`src/rtl/bcd_pkg.sv`:
```
// Shared types and constants for the packed-BCD to binary converter.
// Holds the controller state encoding and the output-width helper.
package bcd_pkg;

  typedef enum logic [1:0] {
    IDLE,
    CONV,
    DONE
  } state_t;

  localparam int BCD_MAX = 9;
  localparam int RADIX   = 10;

  // Number of bits needed to hold RADIX**digits - 1 without wrapping.
  function automatic int digits_to_width(input int digits);
    longint span;
    int     w;
    span = 1;
    for (int i = 0; i < digits; i++) begin
      span = span * RADIX;
    end
    w = 0;
    for (int b = 0; b < 63; b++) begin
      if ((64'd1 << b) < span) begin
        w = b + 1;
      end
    end
    return w;
  endfunction

endpackage

```
`src/rtl/bcd_mac.sv`:
```
// Combinational multiply-by-ten-and-add step: result = acc*10 + digit.
// Implemented as (acc<<3) + (acc<<1) + digit, truncated to WIDTH bits.
module bcd_mac #(
  parameter int WIDTH = 14
) (
  input  logic [WIDTH-1:0] acc,
  input  logic [3:0]       digit,
  output logic [WIDTH-1:0] result
);

  logic [WIDTH-1:0] times8;
  logic [WIDTH-1:0] times2;
  logic [WIDTH-1:0] digit_ext;

  always_comb begin
    times8    = acc << 3;
    times2    = acc << 1;
    digit_ext = WIDTH'(digit);
    result    = times8 + times2 + digit_ext;
  end

endmodule

```
`src/rtl/bcd2b_ip.sv`:
```
// Packed-BCD to unsigned binary converter, one digit per cycle, MSD first.
// Valid/ready on both sides; result and error flag are held until taken.
module bcd2b_ip
  import bcd_pkg::*;
#(
  parameter int DIGIT = 4,
  parameter int WIDTH = 14
) (
  input  logic               clk,
  input  logic               rst_n,
  input  logic               in_valid,
  output logic               in_ready,
  input  logic [DIGIT*4-1:0] BCD_code,
  output logic               out_valid,
  input  logic               out_ready,
  output logic [WIDTH-1:0]   Binary_code,
  output logic               err
);

  localparam int BITS  = DIGIT * 4;
  localparam int CNT_W = (DIGIT > 1) ? $clog2(DIGIT) : 1;
  localparam logic [CNT_W-1:0] LAST_CNT = CNT_W'(DIGIT - 1);

  if (DIGIT < 1) begin : g_digit_check
    $error("bcd2b_ip: DIGIT must be at least 1");
  end
  if (WIDTH < digits_to_width(DIGIT)) begin : g_width_check
    $warning("bcd2b_ip: WIDTH too small, results wrap modulo 2**WIDTH");
  end

  state_t           state_reg;
  state_t           state_next;
  logic [BITS-1:0]  shift_reg;
  logic [WIDTH-1:0] acc_reg;
  logic [CNT_W-1:0] cnt_reg;
  logic             err_reg;
  logic [WIDTH-1:0] binary_reg;
  logic             err_out_reg;

  logic             load;
  logic             step;
  logic             last_digit;
  logic [3:0]       digit;
  logic             digit_bad;
  logic [WIDTH-1:0] mac_result;

  assign digit      = shift_reg[BITS-1 -: 4];
  assign digit_bad  = (digit > 4'(BCD_MAX));
  assign last_digit = (cnt_reg == LAST_CNT);

  bcd_mac #(
    .WIDTH (WIDTH)
  ) u_mac (
    .acc    (acc_reg),
    .digit  (digit),
    .result (mac_result)
  );

  always_ff @(posedge clk) begin
    if (!rst_n) begin
      state_reg <= IDLE;
    end else begin
      state_reg <= state_next;
    end
  end

  always_comb begin
    state_next = state_reg;
    in_ready   = 1'b0;
    out_valid  = 1'b0;
    load       = 1'b0;
    step       = 1'b0;
    unique case (state_reg)
      IDLE: begin
        in_ready = 1'b1;
        if (in_valid) begin
          load       = 1'b1;
          state_next = CONV;
        end
      end
      CONV: begin
        step = 1'b1;
        if (last_digit) begin
          state_next = DONE;
        end
      end
      DONE: begin
        out_valid = 1'b1;
        if (out_ready) begin
          state_next = IDLE;
        end
      end
      default: state_next = IDLE;
    endcase
  end

  // Nibbles above nine still feed the arithmetic; they only raise the flag.
  always_ff @(posedge clk) begin
    if (!rst_n) begin
      shift_reg   <= '0;
      acc_reg     <= '0;
      cnt_reg     <= '0;
      err_reg     <= 1'b0;
      binary_reg  <= '0;
      err_out_reg <= 1'b0;
    end else if (load) begin
      shift_reg <= BCD_code;
      acc_reg   <= '0;
      cnt_reg   <= '0;
      err_reg   <= 1'b0;
    end else if (step) begin
      acc_reg   <= mac_result;
      err_reg   <= err_reg | digit_bad;
      shift_reg <= shift_reg << 4;
      cnt_reg   <= cnt_reg + CNT_W'(1);
      if (last_digit) begin
        binary_reg  <= mac_result;
        err_out_reg <= err_reg | digit_bad;
      end
    end
  end

  assign Binary_code = binary_reg;
  assign err         = err_out_reg;

endmodule

```
`config.mk`:
```
export PLATFORM = sky130hd
export DESIGN_NAME = bcd2b_ip
export DESIGN_NICKNAME = d
export VERILOG_FILES = /design/src/rtl/bcd_pkg.sv /design/src/rtl/bcd_mac.sv /design/src/rtl/bcd2b_ip.sv
export SDC_FILE = /design/constraint.sdc
export NUM_CORES = 1
export LEC_CHECK = 0
export ABC_AREA = 1
export CAP_MARGIN = 40
export CORE_MARGIN = 3
export CORE_UTILIZATION = 50
export CTS_CLUSTER_DIAMETER = 50
export DETAILED_ROUTE_END_ITERATION = 10
export GPL_ROUTABILITY_DRIVEN = 0
export PLACE_DENSITY = 0.74
export SLEW_MARGIN = 15
export SYNTH_ARGS = -nofsm -noshare
export SYNTH_HDL_FRONTEND = slang
export SYNTH_SLANG_ARGS = --single-unit
```
`constraint.sdc`:
```
create_clock -name clk -period 2.73 [get_ports clk]
set_input_delay 0.4095 -clock clk [delete_from_list [all_inputs] [get_ports clk]]
set_output_delay 0.4095 -clock clk [all_outputs]
set_load 0.03 [all_outputs]
```
==> metrics.csv <==
metric,value,unit
ir_drop,297,uV
rows,26,
syn_area,0.00276,mm2
critical_path_buf_inv_count,3,
ys_ff_latch,49,
crit_fanout,3,
cap_violations,0,
avgSynthCellArea,7.04,um2
grt_pass1_wl,10500,um
setup_viol_count_final,0,
min_from,shift_reg[0],
reg2regPathDepth,11,
yosys-top-cells-area,"dfxtp_1, nand2_1, ha_1, inv_1, a21oi_1",
critPathRequiredTime,2.95,ns
drt_iter0_drc,160,
hold_viol_final,0,
synth_adder_area_share,11.9,%
overflow,0,
grt_start_max_net_pins,33,
synth.distinct_cells,30,
synth_most_common_cell,nand2_1,
setup.worst_path.end,acc_reg[8],
n_fill_cell,489,
core_area,0.00524,mm2
clk_pin_slew,0.09,ns
async_flop_share,0,%
grt_setup_unrepaired,no,
ctsResizeCount,0,
postCtsHoldBufs,0,
cts_tree,built,
synth-edff-count,0,
antenna_found_initial,0,
cp_slowest_cell,fa_1,
dp_hpwl,4610,um
synthMuxAreaShare,0,%
largest_reg_flops,16,
syn-instance-count,392,
cts.sinks,49,
cp_num_cells,11,
drcViolationCount,0,
clock.fmax,454,MHz
min_path_cells,2,
critPathMostFrequentCell,nand3_1,
routed_via_density,5.03,
yosysWarnings,0,
path_class,reg2reg,
fin_cells,496,
die_h,80.3,um
n_antenna_cell,0,
synth.top_cell.area_share,35.6,%
finalClockSkew,0.00408,ns
synth-compound-area-share,11.3,%
end_kind,register,
insertion_delay,0.31,ns
power.density,435,mW/mm2
yosys.area_share.simple,28.7,%
postPlaceCellArea,0.00315,mm2
slew-limit-headroom,75.1,%
fin_setup_tns,0,ns
cts-root-buf,clkbuf_8,
register_area,981,um2
synth_top_cell_by_area,dfxtp_1,
min_path_type,reg2reg,
cts_max_level,2,
dr.pass1.iters,4,
synth_top_family_by_area,simple AND/OR/NAND/NOR gates,
crit_family,adder cells,
ant_nets,0,
synth_fp_nets,437,
fin_crit_sh,80.7,%
wl,6230,um
synthFlopType,dfxtp_1,
slew_viol_final,0,
drive_above_1_share,4.69,%
period_needed,2.20,ns
r2r-start,acc_reg[0],
synth-seq-area-share,35.6,%
leakage,1.57,nW
post_cts_buffers,0,
crit-reg2reg-capture,acc_reg[8],
die_w,80.3,um
fin_area,0.00323,mm2
reg2reg_slack,0.53,ns
status,finished clean,
io_pins,37,
dp_cells,489,
synth_xor_area_share,1.59,%
routedWlPerCell,12.6,um
start_util,52.7,%
fin_nets,471,
area_growth,17.1,%
cts_buffers,5,
critPathLaunch,acc_reg[0],
ys_top_cells_by_count,"nand2_1, inv_1, dfxtp_1, nor2_1, ha_1",
path_cells,"inv_1, fa_1, fa_1, inv_1, nand3_1, nand3_1, nand2_1, nand3_1, nand3_1, nand2_1, inv_1",
critical_path.startpoint_type,register,
worst_pin_slew,0.374,ns
max_stage_delay,0.50,ns
dieArea,0.00644,mm2
portBuffers,36,
cts_buffer_depth,2,
multi_input_area,0.00148,mm2
arrival,2.42,ns
grt_pass1_vias,2309,
grt_use_total,20.8,%
dr_total_vias,2497,
## power breakdown
part	switching [W]	internal, W	total (W)
registers	0.0000189	0.000742	0.000761
clock network	0.000254	0.000178	0.000431
logic	0.000128	0.0000868	0.000215
## layout make-up
type,count,area share (%)
Tap cell,70,2.71
Timing Repair Buffer,39,11.8
Inverter,58,6.89
Multi-Input combinational cell,273,45.6
Clock buffer,5,2.13
Clock inverter,2,0.426
Sequential cell,49,30.4
## cell usage in the layout, fill, tap and decap left out, types with 3 or more instances in the layout
cell type / n
nor2_1: 29
nand2_1: 129
xnor2_1: 3
nand3_1: 22
clkbuf_8: 5
ha_1: 23
a21oi_1: 22
dfxtp_1: 49
o21a_1: 7
nand4_1: 3
inv_1: 53
a31oi_1: 12
clkdlybuf4s50_1: 36
o21ai_0: 6
buf_4: 3
inv_2: 3
## through the flow
| step | setup WS, ns | utilization, % | total power, W | hold slack, ns |
|---|---|---|---|---|
| 2_1_floorplan | 0.694 | - | 0.000924 | 0.437 |
| 3_3_place_gp | 0.582 | 60.1 | 0.000987 | 0.450 |
| 3_5_place_dp | 0.556 | 60.1 | 0.000992 | 0.456 |
| 4_1_cts | 0.546 | 61.7 | 0.00142 | 0.470 |
| 5_1_grt | 0.317 | 61.7 | 0.00148 | 0.481 |
| 6_report | 0.527 | 61.7 | 0.00141 | 0.469 |
## worst reg2reg max path, stage by stage (launching register included)
cell	delay, ns
dfxtp_1	0.37
inv_1	0.07
fa_1	0.50
fa_1	0.47
inv_1	0.09
nand3_1	0.06
nand3_1	0.13
nand2_1	0.11
nand3_1	0.12
nand3_1	0.10
nand2_1	0.08
inv_1	0.03
## how the worst min path moves through the flow
stage | end | slack, ns
after floorplan | err_reg | 0.44
after global placement | shift_reg[0] | 0.45
after detailed placement | shift_reg[0] | 0.46
after CTS | shift_reg[0] | 0.47
after global routing | shift_reg[0] | 0.48
final | shift_reg[0] | 0.47
## logic make-up (layout without fill, tap and decap cells)
| family | after synthesis | count (layout) |
|---|---|---|
| AND/OR/NAND/NOR | 190 | 190 |
| buffers and inverters | 70 | 104 |
| AO/OA/AOI/OAI | 53 | 53 |
| flip-flops | 49 | 49 |
| adder cells (fa/ha/maj) | 25 | 25 |
| XOR/XNOR | 5 | 5 |
## metal layers
layer / GRT usage (%) / routed length (um) / up-vias
li1: - / - / 1303
met1: 29.5 / 3210 / 1140
met2: 31.8 / 2640 / 48
met3: 5.27 / 336 / 6
met4: 4.39 / 48 / 0
met5: 0 / 0 / -
Power figures use the tool's default switching activity.
